===== src/rtl/load_store_unit.sv =====
// load_store_unit: memory-stage load/store sequencer for a big-endian,
// byte-addressed, word-wide data memory. It accepts one request at a time,
// does read-modify-write for byte/halfword stores, and does lane extraction
// plus sign/zero extension for loads.
// Optional build macro: LSU_MISALIGN_TRAP_EN. When it is defined, misaligned
// halfword/word accesses skip memory and return resp_err=1. When it is not
// defined, misaligned addresses are force-aligned.
module load_store_unit #(
  parameter int ADDR_W = 32,
  parameter int DATA_W = 32
) (
  input  logic              clk,
  input  logic              rst,
  input  logic              req_valid,
  output logic              req_ready,
  input  logic              req_we,
  input  logic [1:0]        req_size,
  input  logic              req_signed,
  input  logic [ADDR_W-1:0] req_addr,
  input  logic [DATA_W-1:0] req_wdata,
  output logic              resp_valid,
  input  logic              resp_ready,
  output logic [DATA_W-1:0] resp_rdata,
  output logic              resp_err,
  output logic [ADDR_W-1:0] mem_addr,
  output logic              mem_wr,
  output logic [DATA_W-1:0] mem_wdata,
  input  logic [DATA_W-1:0] mem_rdata
);

  typedef enum logic [1:0] {IDLE, READ, WRITE, RESP} state_t;

  state_t              state_q, state_d;
  logic                r_we, r_signed;
  logic [1:0]          r_size;
  logic [ADDR_W-1:0]   r_addr;
  logic [DATA_W-1:0]   r_wdata;
  logic [DATA_W-1:0]   rd_word;
  logic [DATA_W-1:0]   rdata_q;
  logic                err_q;
  logic                misalign;
  logic                in_write;

  // Offset 0 is the most significant byte (big-endian); size 2'b11 acts as word.
  function automatic logic [31:0] extract(input logic [31:0] w, input logic [1:0] size,
                                          input logic [1:0] off, input logic sgn);
    logic [7:0]  b;
    logic [15:0] h;
    logic [31:0] r;
    case (off)
      2'd0:    b = w[31:24];
      2'd1:    b = w[23:16];
      2'd2:    b = w[15:8];
      default: b = w[7:0];
    endcase
    h = off[1] ? w[15:0] : w[31:16];
    case (size)
      2'b00:   r = {{24{sgn & b[7]}}, b};
      2'b01:   r = {{16{sgn & h[15]}}, h};
      default: r = w;
    endcase
    return r;
  endfunction

  // Splices right-justified store data into the lane the address selects.
  function automatic logic [31:0] merge(input logic [31:0] w, input logic [31:0] d,
                                        input logic [1:0] size, input logic [1:0] off);
    logic [31:0] r;
    r = w;
    case (size)
      2'b00: begin
        case (off)
          2'd0:    r[31:24] = d[7:0];
          2'd1:    r[23:16] = d[7:0];
          2'd2:    r[15:8]  = d[7:0];
          default: r[7:0]   = d[7:0];
        endcase
      end
      2'b01: begin
        if (off[1]) r[15:0] = d[15:0];
        else        r[31:16] = d[15:0];
      end
      default: r = d;
    endcase
    return r;
  endfunction

`ifdef LSU_MISALIGN_TRAP_EN
  assign misalign = ((req_size == 2'b01) && req_addr[0]) ||
                    (req_size[1] && (req_addr[1:0] != 2'b00));
`else
  assign misalign = 1'b0;
`endif

  // State register; reset abandons whatever operation is in flight.
  always_ff @(posedge clk) begin
    if (rst) state_q <= IDLE;
    else     state_q <= state_d;
  end

  // Request capture and read-word / response capture.
  always_ff @(posedge clk) begin
    if (rst) begin
      r_we     <= 1'b0;
      r_signed <= 1'b0;
      r_size   <= 2'b00;
      r_addr   <= '0;
      r_wdata  <= '0;
      rd_word  <= '0;
      rdata_q  <= '0;
      err_q    <= 1'b0;
    end else begin
      case (state_q)
        IDLE: begin
          if (req_valid) begin
            r_we     <= req_we;
            r_signed <= req_signed;
            r_size   <= req_size;
            r_addr   <= req_addr;
            r_wdata  <= req_wdata;
            rdata_q  <= '0;
            err_q    <= misalign;
          end
        end
        READ: begin
          rd_word <= mem_rdata;
          if (!r_we) rdata_q <= extract(mem_rdata, r_size, r_addr[1:0], r_signed);
        end
        default: ;
      endcase
    end
  end

  // Next-state and handshake outputs.
  always_comb begin
    state_d    = state_q;
    req_ready  = 1'b0;
    resp_valid = 1'b0;
    in_write   = 1'b0;
    case (state_q)
      IDLE: begin
        req_ready = 1'b1;
        if (req_valid) begin
          if (misalign)                 state_d = RESP;
          else if (req_we && req_size[1]) state_d = WRITE;
          else                          state_d = READ;
        end
      end
      READ:  state_d = r_we ? WRITE : RESP;
      WRITE: begin
        in_write = 1'b1;
        state_d  = RESP;
      end
      default: begin
        resp_valid = 1'b1;
        if (resp_ready) state_d = IDLE;
      end
    endcase
  end

  // Reset masks the strobe so a pending write never lands on the reset edge.
  assign mem_wr     = in_write & ~rst;
  assign mem_addr   = {r_addr[ADDR_W-1:2], 2'b00};
  assign mem_wdata  = mem_wr ? merge(rd_word, r_wdata, r_size, r_addr[1:0]) : '0;
  assign resp_rdata = rdata_q;
  assign resp_err   = err_q;

endmodule

===== config.mk =====
export PLATFORM = sky130hd
export DESIGN_NAME = load_store_unit
export DESIGN_NICKNAME = d
export VERILOG_FILES = /design/src/rtl/load_store_unit.sv
export SDC_FILE = /design/constraint.sdc
export NUM_CORES = 1
export LEC_CHECK = 0
export BUFFER_PORTS_ARGS = -buffer_cell sky130_fd_sc_hd__buf_2
export CAP_MARGIN = 20
export CORE_AREA = 2 2 93 161
export DETAILED_ROUTE_END_ITERATION = 6
export DIE_AREA = 0 0 95 163
export PLACE_DENSITY = 0.84
export SLEW_MARGIN = 15
export SYNTH_ARGS = -nofsm -noshare
export SYNTH_HDL_FRONTEND = slang
export SYNTH_SLANG_ARGS = --single-unit
export TNS_END_PERCENT = 1

===== constraint.sdc =====
create_clock -name clk -period 2 [get_ports clk]
set_clock_uncertainty 0.15 [all_clocks]
set_input_delay 0.4 -clock clk [delete_from_list [all_inputs] [get_ports clk]]
set_output_delay 0.4 -clock clk [all_outputs]
set_load 0.02 [all_outputs]

==> summary.md, run 1 <==
| Metric | Value |
|---|---|
| RSZ-0062 raised after global routing | true |
| CP Capture Type | primary output |
| Max Fclk | 0.413 GHz |
| Slew HR | 0.523 |
| Clk buf depth | 2 |
| Post-layout min period | 2.42 ns |
| Hold crit path type | in -> reg |
| Setup Crit Path Kind | reg -> out |
| Number of global-route vias before repair | 6257 |
| Worst-Margin Slew | 0.716 ns |
| CP max FO | 9 |
| Yosys top cell by area | dfxtp_1 |
| Hold EP | r_addr[31]$_SDFFE_PP0P_ |
| Crit path DAT | 1.87 ns |
| Synth Area in Compound Gates | 0.188 |
| Hold Vio Cnt, Final | 0 |
| Number of enable flip-flop cells after synthesis | 0 |
| Fin cells | 1144 |
| Synth area leaders | dfxtp_1 (41%), mux2i_1 (8.6%), nand2_1 (8.6%) |
| YS warnings | 0 |
| Top Ports | 204 |
| Post-synthesis simple-gate area fraction | 0.196 |
| Number of fill cells | 1183 |
| Die Span Y | 163 µm |
| Final RePlAce weighted congestion | 0.942 |
| Period utilization | 1.21 |
| Yosys reg bits | 134 |
| Final Setup Violations | 33 |
| Synth Area in Adders | 0.00766 |
| FF-to-FF End | resp_rdata[3]$_SDFFE_PP0P_ |
| CTS Root Cell | clkbuf_16 |
| Clock sinks | 134 |
| Initial core utilization | 0.457 |
| Reg area | 2700 µm² |
| P per Cell Area | 1260 nW/µm² |
| R2R cell count | 7 |
| Dpl hpwl | 15.0 mm |
| Area Overhead vs Synth | 33.3% |
| Yosys cell types | 43 |
| Core area | 14300 µm² |
| Hold path cells | 3 |
| Worst Path Required | 1.45 ns |
| Non-Filler Cell Area, Final | 8710 µm² |
| Buf/Inv on CP | 2 |
| Iteration-0 DRC Markers | 479 |
| Placed insts | 1110 |
| Initial antenna violation count | 1 |
| Setup slack after layout | -0.419 ns |
| Vias/cell | 5.61 |
| Share of the synthesized area in the top cell type | 0.411 |
| Mapped Avg Cell Area | 8.39 µm² |
| Synth Instances | 779 |
| Multi-input gate area | 3640 µm² |
| Die Span X | 95 µm |
| Post-placement cell area | 7720 µm² |
| Via count | 6416 |
| Worst vdd ir | 0.00122 V |
| Cell Chain, Critical Path | or2_4 -> a21oi_4 -> buf_12 -> mux2i_2 -> nor2_1 -> buf_4 |
| H-tree Lvls | 4 |
| CP peak stage delay | 0.39 ns |
| Final wirelength | 21.1 mm |
| WL per Instance | 18.4 µm |
| Reg2reg start | r_addr[1]$_SDFFE_PP0P_ |
| LEAKAGE | 3.71 nW |
| Final Util | 0.609 |
| Row cnt | 58 |
| Fin. max-slew vios | 0 |
| Slowest-stage cell, CP | dfxtp_4 |
| Run status | finished, violations left |
| Final Net Count | 1058 |
| Clk slew on worst S/H paths | 0.07 ns |
| Fraction of layout cells with a size suffix above 1 | 0.364 |
| Largest family of logic cells by synthesized area | simple AND/OR/NAND/NOR gates |
| Mapped cell area | 6530 µm² |
| CP top delay family | flip-flops |
| Antenna-violating nets left | 0 |
| XOR/XNOR Fraction of Synth Area | 0 |
| Post-synthesis async set-or-reset flop share | 0 |
| Max Cap Viol | 0 |
| Drt drc | 0 |
| R2R setup slack | 0 ns |
| Drt pass-1 iters | 6 |
| Largest net degree at the start of global routing | 70 |
| Post-synthesis mux area share | 0.117 |
| Sequential element share of the synthesized area | 0.411 |
| Crit path launch type | register |
| Die ar. | 15500 µm² |
| Total GRT Usage | 0.269 |
| Top FF cell, synth | dfxtp_1 |
| Hold_sp | req_addr[31] |
| # port buffers | 200 |
| TritonCTS clock tree | built |
| Final Total Pwr | 11.0 mW |
| Grt ovf | 0 |
| Global-route wire length before repair | 31.9 mm |
| CTS buffer count | 17 |
| Worst skew pair latency | 0.42 ns |
| DP Worst Slack | -0.127 ns |
| Failing checks | negative setup slack |
[state kept, by name (all words and copies together), names as in the netlist]
register    flops
r_size          2
rd_word        32
r_addr         32
r_we            1
state_q         2
r_wdata        32
r_signed        1
resp_rdata     32
[layer usage]
| layer | wire length [µm] | up-vias | GRT usage | share of wire |
|---|---|---|---|---|
| met4 | 1670 | 0 | 0.196 | 0.079 |
| met2 | 10600 | 338 | 0.457 | 0.50 |
| met1 | 7500 | 2964 | 0.287 | 0.36 |
| li1 | - | 3007 | - | - |
| met3 | 1360 | 107 | 0.0583 | 0.064 |
| met5 | 0 | - | 0 | 0 |
[worst max-delay path by stage]
stage / from / to / slack [ns] / depth (start not counted)
after floorplan: rst / mem_wdata[26] / -0.11 / 5
after global placement: r_size[0]$_SDFFE_PP0P_ / mem_wdata[24] / -0.06 / 5
after detailed placement: r_size[0]$_SDFFE_PP0P_ / mem_wdata[28] / -0.13 / 5
after CTS: r_addr[1]$_SDFFE_PP0P_ / mem_wdata[15] / -0.38 / 6
after global routing: r_addr[0]$_SDFFE_PP0P_ / mem_wdata[17] / -0.47 / 6
final: r_addr[0]$_SDFFE_PP0P_ / mem_wdata[5] / -0.42 / 6
[metrics by stage]
stage | hold WS [ns] | setup TNS, ns
2_1_floorplan | 0.281 | -1.39
3_3_place_gp | 0.289 | -0.315
3_5_place_dp | 0.291 | -1.13
4_1_cts | 0.0534 | -11.19
5_1_grt | 0.0605 | -13.67
6_report | 0.0663 | -11.35
[layout make-up]
class	instances	share of cell area
Multi-Input combinational cell	547	0.418
Sequential cell	134	0.310
Timing Repair Buffer	244	0.174
Clock buffer	17	0.0489
Tap cell	180	0.0259
Clock inverter	15	0.0193
Inverter	6	0.00331
Antenna cell	1	0.000287
[layout by cell type (no fill, tap or decap), drive strengths merged, types with 2 or more instances in the layout]
cell,synthesis,final
dfxtp,134,134
clkinv,0,5
clkinvlp,0,2
a32o,9,9
clkbuf,40,17
ha,4,4
mux2i,56,56
a22o,16,16
a21oi,86,86
o21ai,17,17
a31oi,10,10
or3b,6,6
a22oi,8,8
nand2b,13,13
o2bb2ai,23,23
inv,6,12
conb,1,3
nor2b,26,26
nand2,149,149
nor2,54,54
nor3,9,9
buf,54,244
mux2,16,16
a221oi,8,8
or3,21,21
bufinv,0,2
[Yosys cell counts, types with 11 or more instances]
master     count
buf_4         33
nor2_1        54
nand2b_1      13
dfxtp_1      134
a22o_1        16
nand2_1      149
nor2b_1       26
mux2_2        16
buf_2         11
o2bb2ai_1     23
clkbuf_1      40
o21ai_1       12
a21oi_1       85
or3_1         21
mux2i_1       56
[report_power, final]
group / switching, mW / internal [mW]
logic: 2.47 / 1.80
registers: 0.408 / 3.15
clock network: 1.30 / 1.87
[logic make-up (layout without fill, tap and decap cells)]
kind of cell | Yosys count | count (layout)
adders and majority gates | 4 | 4
other | 1 | 4
AOI/OAI and AO/OA | 184 | 184
buffers and inverters | 100 | 282
muxes | 73 | 73
and+or+nand+nor | 283 | 283
DFF | 134 | 134
[worst register-to-register path, delay by kind of cell (launching register included)]
kind,cells,cell delay [ns]
and+or+nand+nor,1,0.41
AOI/OAI and AO/OA,2,0.31
buffers and inverters,4,0.65
DFF,1,0.38
[repair_timing]
item | CTS | global route
pin swaps | 5 | 17
buffers inserted | 1 | 0
resized for setup | 49 | 42
setup endpoints to repair | 44 | 47
hold buffers | 0 | 0
Note: power is estimated with default switching activity, not from simulation.
==> run 2, diff against run 1 <==
==> constraint.sdc (replaced) <==
create_clock -name clk -period 2.13 [get_ports clk]
set_clock_uncertainty 0.15 [all_clocks]
set_input_delay 0.426 -clock clk [delete_from_list [all_inputs] [get_ports clk]]
set_output_delay 0.426 -clock clk [all_outputs]
set_load 0.02 [all_outputs]
==> summary.md, run 2 (synthesis results as in run 1) <==
| Metric | Value |
|---|---|
| Worst Path Required | 1.55 ns (+0.10 ns) |
| Total GRT Usage | 0.257 (-0.0120) |
| # port buffers | 200 (unchanged) |
| Clk slew on worst S/H paths | 0.06 ns (about the same) |
| Final RePlAce weighted congestion | 0.953 (+1.1%) |
| FF-to-FF End | resp_rdata[8]$_SDFFE_PP0P_ |
| Setup Crit Path Kind | reg -> out |
| Vias/cell | 5.52 (-1.6%) |
| Commonest non-fill, non-tap cell in the layout | buf_2 |
| Slew HR | 0.334 (-0.189) |
| Initial core utilization | 0.457 (unchanged) |
| Hold crit path type | in -> reg |
| Setup slack after layout | -0.432 ns (-0.0130 ns) |
| Worst-Margin Slew | 0.999 ns (+0.283 ns) |
| P per Cell Area | 1190 nW/µm² (-6.0%) |
| Crit path launch type | register |
| Clock sinks | 134 (unchanged) |
| CTS Root Cell | clkbuf_16 |
| Final Util | 0.600 (-0.00936) |
| Die Span X | 95 µm (unchanged) |
| Hold_sp | req_addr[22] |
| Final Net Count | 1054 (-0.38%) |
| Run status | finished, violations left |
| Fin. max-slew vios | 0 (unchanged) |
| Max Cap Viol | 0 (unchanged) |
| Hold EP | r_addr[22]$_SDFFE_PP0P_ |
| Core area | 14300 µm² (unchanged) |
| R2R cell count | 8 (+1) |
| Fraction of layout cells with a size suffix above 1 | 0.347 (-0.0172) |
| DP Worst Slack | -0.199 ns (-0.0712 ns) |
| R2R setup slack | 0.03 ns (+0.03 ns) |
| Final Setup Violations | 32 (-3.0%) |
| Global-route wire length before repair | 30.6 mm (-4.0%) |
| Drt pass-1 iters | 5 (-1) |
| Max Fclk | 0.390 GHz |
| Via count | 6291 (-1.9%) |
| Hold path cells | 3 (unchanged) |
| CP Capture Type | primary output |
| Antenna-violating nets left | 0 (unchanged) |
| Drt drc | 0 (unchanged) |
| WL per Instance | 18.2 µm (-1.3%) |
| TritonCTS clock tree | built |
| Final Hold Slack | 0.0899 ns (+0.0236 ns) |
| CP max FO | 5 (-4) |
| Number of global-route vias before repair | 5929 (-5.2%) |
| Final Total Pwr | 10.2 mW (-7.4%) |
| Die Span Y | 163 µm (unchanged) |
| Row cnt | 58 (unchanged) |
| LEAKAGE | 3.68 nW (-1.0%) |
| Clk buf depth | 2 (unchanged) |
| Final wirelength | 20.7 mm (-1.7%) |
| Crit path DAT | 1.99 ns (+0.12 ns) |
| Worst skew pair latency | 0.41 ns (about the same) |
| Largest net degree at the start of global routing | 94 (+34%) |
| Dpl hpwl | 14.7 mm (-1.5%) |
| Period utilization | 1.20 |
| Post-layout min period | 2.56 ns |
| Hold Vio Cnt, Final | 0 (unchanged) |
| Initial antenna violation count | 1 (unchanged) |
| Failing checks | negative setup slack |
| Grt ovf | 0 (unchanged) |
| Cell Chain, Critical Path | buf_6 -> or2_4 -> a21oi_4 -> buf_12 -> mux2i_1 -> nor2_1 -> buf_2 |
| Reg2reg start | r_addr[0]$_SDFFE_PP0P_ |
| CP peak stage delay | 0.36 ns (-0.03 ns) |
| Slowest-stage cell, CP | dfxtp_4 |
| H-tree Lvls | 4 (unchanged) |
| Worst vdd ir | 0.000905 V (-26%) |
| Commonest non-fill, non-tap cells in the layout | buf_2 (188), nand2_1 (147), dfxtp_1 (129) |
| Iteration-0 DRC Markers | 487 (+1.7%) |
| Die ar. | 15500 µm² (unchanged) |
| Top Ports | 204 (unchanged) |
| RSZ-0062 raised after global routing | true |
| Area Overhead vs Synth | 31.2% |
| CTS buffer count | 17 (unchanged) |
[run 2: how the worst max path moves through the flow]
stage | startpoint | endpoint | slack, ns
final | r_addr[0]$_SDFFE_PP0P_ | mem_wdata[4] | -0.43
after global routing | r_addr[0]$_SDFFE_PP0P_ | mem_wdata[2] | -0.47
after CTS | r_addr[0]$_SDFFE_PP0P_ | mem_wdata[1] | -0.42
after detailed placement | r_addr[0]$_SDFFE_PP0P_ | mem_wdata[31] | -0.20
after global placement | r_addr[0]$_SDFFE_PP0P_ | mem_wdata[31] | -0.17
after floorplan | rst | mem_wdata[26] | -0.03
[run 2: worst max-delay path, delay by kind of cell, from the launching register on]
kind / cells / cell delay (ns)
buffers and inverters: 3 / 0.44
AO/OA/AOI/OAI: 1 / 0.25
AND/OR/NAND/NOR: 2 / 0.32
flip-flops: 1 / 0.36
multiplexers: 1 / 0.20
[run 2: layer usage]
metal  track usage  share of wire  vias to the layer above
li1              -              -                     3005
met5             0              0                        -
met1         0.278           0.37                     2885
met3        0.0555          0.067                       74
met2         0.436           0.50                      327
met4         0.182          0.065                        0
[run 2: what timing repair did]
item                                    in CTS  in global routing
setup buffers                                2                  0
resized for setup                           31                 37
pin swaps                                    7                 13
endpoints found under the hold margin        0                  0
hold buffers                                 0                  0
endpoints found under the setup margin      33                 46
gates cloned                                 1                  0
[run 2: stage by stage]
stage	instances	area (µm²)	TNS, ns
after floorplan	781	6540	-0.158
after global placement	1104	7670	-0.453
after detailed placement	1104	7670	-0.819
after CTS	1139	8420	-11.37
after global routing	1140	8570	-12.78
final	1140	8570	-10.89
[run 2: cell type report]
type / count / area [µm²]
Clock inverter: 15 / 170
Sequential cell: 134 / 2690
Multi-Input combinational cell: 547 / 3540
Tap cell: 180 / 225
Inverter: 6 / 22.5
Clock buffer: 17 / 425
Timing Repair Buffer: 240 / 1490
Fill cell: 1191 / 5720
Antenna cell: 1 / 2.50
[run 2: report_power, final]
| group | total (mW) | internal, mW | switching [mW] |
|---|---|---|---|
| Clock | 2.96 | 1.75 | 1.21 |
| Sequential | 3.33 | 2.95 | 0.381 |
| Combinational | 3.89 | 1.63 | 2.26 |
| Total | 10.2 | 6.33 | 3.85 |
==> run 3, diff against run 2 <==
--- a/config.mk
+++ b/config.mk
@@ -7,10 +7,10 @@
 export LEC_CHECK = 0
 export BUFFER_PORTS_ARGS = -buffer_cell sky130_fd_sc_hd__buf_2
 export CAP_MARGIN = 20
-export CORE_AREA = 2 2 93 161
+export CORE_AREA = 2 2 90 157
 export DETAILED_ROUTE_END_ITERATION = 6
-export DIE_AREA = 0 0 95 163
-export PLACE_DENSITY = 0.84
+export DIE_AREA = 0 0 92 159
+export PLACE_DENSITY = 0.77
 export SLEW_MARGIN = 15
 export SYNTH_ARGS = -nofsm -noshare
 export SYNTH_HDL_FRONTEND = slang
==> constraint.sdc (replaced) <==
create_clock -name clk -period 3.2 [get_ports clk]
set_clock_uncertainty 0.15 [all_clocks]
set_input_delay 0.64 -clock clk [delete_from_list [all_inputs] [get_ports clk]]
set_output_delay 0.64 -clock clk [all_outputs]
set_load 0.02 [all_outputs]
==> summary.md, run 3 (synthesis results as in run 1) <==
| Metric | Value |
|---|---|
| R2R cell count | 6 (-2) |
| H-tree Lvls | 4 (unchanged) |
| Clock sinks | 134 (unchanged) |
| P per Cell Area | 801 nW/µm² (-33%) |
| Drt drc | 0 (unchanged) |
| Final Net Count | 1032 (-2.1%) |
| CTS buffer count | 17 (unchanged) |
| CP Capture Type | primary output |
| Commonest non-fill, non-tap cells in the layout | buf_2 (199), nand2_1 (148), dfxtp_1 (131) |
| Max Cap Viol | 0 (unchanged) |
| Clk slew on worst S/H paths | 0.06 ns (about the same) |
| Dpl hpwl | 13.9 mm (-5.4%) |
| Vias/cell | 5.50 (-0.41%) |
| Hold Vio Cnt, Final | 0 (unchanged) |
| TritonCTS clock tree | built |
| Core area | 13300 µm² (-6.9%) |
| Reg2reg start | state_q[0]$_SDFFE_PP0P_ |
| Fraction of layout cells with a size suffix above 1 | 0.301 (-0.0463) |
| # port buffers | 200 (unchanged) |
| Ant diodes | 0 (-1) |
| Worst Path Required | 2.41 ns (+0.86 ns) |
| Worst-Margin Slew | 0.828 ns (-0.170 ns) |
| Crit path launch type | register |
| RSZ-0062 raised after global routing | false |
| Final wirelength | 19.4 mm (-6.5%) |
| Initial core utilization | 0.491 (+0.0338) |
| Die ar. | 14600 µm² (-5.5%) |
| Total GRT Usage | 0.261 (+0.00390) |
| Final Setup Violations | 0 (-100%) |
| Number of global-route vias before repair | 5772 (-2.6%) |
| Multi-input gate area | 3360 µm² (-5.3%) |
| Slew HR | 0.448 (+0.114) |
| FF-to-FF End | resp_rdata[30]$_SDFFE_PP0P_ |
| Hold crit path type | reg -> reg |
| Initial antenna violation count | 0 (-1) |
| Commonest non-fill, non-tap cell in the layout | buf_2 |
| Fin. max-slew vios | 0 (unchanged) |
| Via count | 6106 (-2.9%) |
| Max Fclk | 0.326 GHz |
| Worst vdd ir | 0.000723 V (-20%) |
| Period utilization | 0.959 |
| Worst skew pair latency | 0.41 ns (about the same) |
| CTS Root Cell | clkbuf_16 |
| Die Span X | 92 µm (-3.2%) |
| Drt pass-1 iters | 5 (unchanged) |
| Number of fill cells | 1259 (+5.7%) |
| Final Hold Slack | 0.300 ns (+0.210 ns) |
| Crit path DAT | 2.28 ns (+0.29 ns) |
| Run status | finished, final reports clean |
| Antenna-violating nets left | 0 (unchanged) |
| Worst setup path start | r_addr[0]$_SDFFE_PP0P_ |
| Reg area | 2690 µm² (-0.28%) |
| R2R setup slack | 0.58 ns (+0.55 ns) |
| Clk buf depth | 2 (unchanged) |
| Setup Crit Path Kind | reg -> out |
| Top Ports | 204 (unchanged) |
| Area Overhead vs Synth | 23.3% |
| Row cnt | 56 (-3.4%) |
| Post-layout min period | 3.07 ns |
| Iteration-0 DRC Markers | 539 (+11%) |
| Grt ovf | 0 (unchanged) |
| CP max FO | 16 (+11) |
| Final Total Pwr | 6.45 mW (-37%) |
| Largest net degree at the start of global routing | 79 (-16%) |
| Setup crit end | mem_wdata[30] |
| Global-route wire length before repair | 30.2 mm (-1.5%) |
| Die Span Y | 159 µm (-2.5%) |
| Fin Setup TNS | 0 ns (+10.89 ns) |
| Final RePlAce weighted congestion | 0.931 (-2.3%) |
| LEAKAGE | 3.47 nW (-5.5%) |
| WL per Instance | 17.5 µm (-4.0%) |
-- run 3: layer usage --
layer	vias up	global-route usage	part of all wire
li1	2951	-	-
met1	2825	0.294	0.38
met2	274	0.457	0.51
met3	56	0.0530	0.063
met4	0	0.140	0.051
met5	-	0	0
-- run 3: cell type report --
cell class	instances	share of cell area
multi-input combinational	547	0.417
sequential	134	0.334
timing repair buffer	218	0.144
clock buffer	18	0.0533
tap	174	0.0270
clock inverter	14	0.0217
inverter	6	0.00326
-- run 3: power by group --
part	internal, mW	leakage (nW)	total (mW)	switching, mW
logic	0.871	2.10	2.24	1.37
clock network	1.23	0.276	2.00	0.767
registers	1.96	1.10	2.21	0.249
-- run 3: repair_timing --
item / in CTS / in global routing
setup endpoints to repair: 4 / 20
buffers inserted: 0 / 3
pin swaps: 0 / 1
hold buffers: 0 / 0
resized for setup: 1 / 4
-- run 3: how the worst min path moves through the flow --
stage,slack (ns),from,cells after the start,end
2_1_floorplan,0.28,r_we$_SDFFE_PP0P_,2,r_we$_SDFFE_PP0P_
3_3_place_gp,0.29,r_addr[24]$_SDFFE_PP0P_,2,r_addr[24]$_SDFFE_PP0P_
3_5_place_dp,0.29,resp_rdata[26]$_SDFFE_PP0P_,1,resp_rdata[26]$_SDFFE_PP0P_
4_1_cts,0.29,req_addr[26],3,r_addr[26]$_SDFFE_PP0P_
5_1_grt,0.30,req_addr[18],3,r_addr[18]$_SDFFE_PP0P_
6_report,0.30,r_addr[2]$_SDFFE_PP0P_,2,r_addr[2]$_SDFFE_PP0P_
-- run 3: critical path: stages, from the launching register on --
cell and delay [ns]:
dfxtp_1 0.47, nor2_2 0.56, a22o_1 0.22, a221oi_1 0.08, nor3_1 0.30, buf_2 0.23
-- run 3: stage by stage --
stage	util	instance area, µm²	setup WS (ns)	instances
2_1_floorplan	-	6540	0.610	781
3_3_place_gp	0.557	7410	0.410	1076
3_5_place_dp	0.557	7410	0.373	1076
4_1_cts	0.602	8020	0.00911	1108
5_1_grt	0.605	8050	0.0240	1111
6_report	0.605	8050	0.133	1111
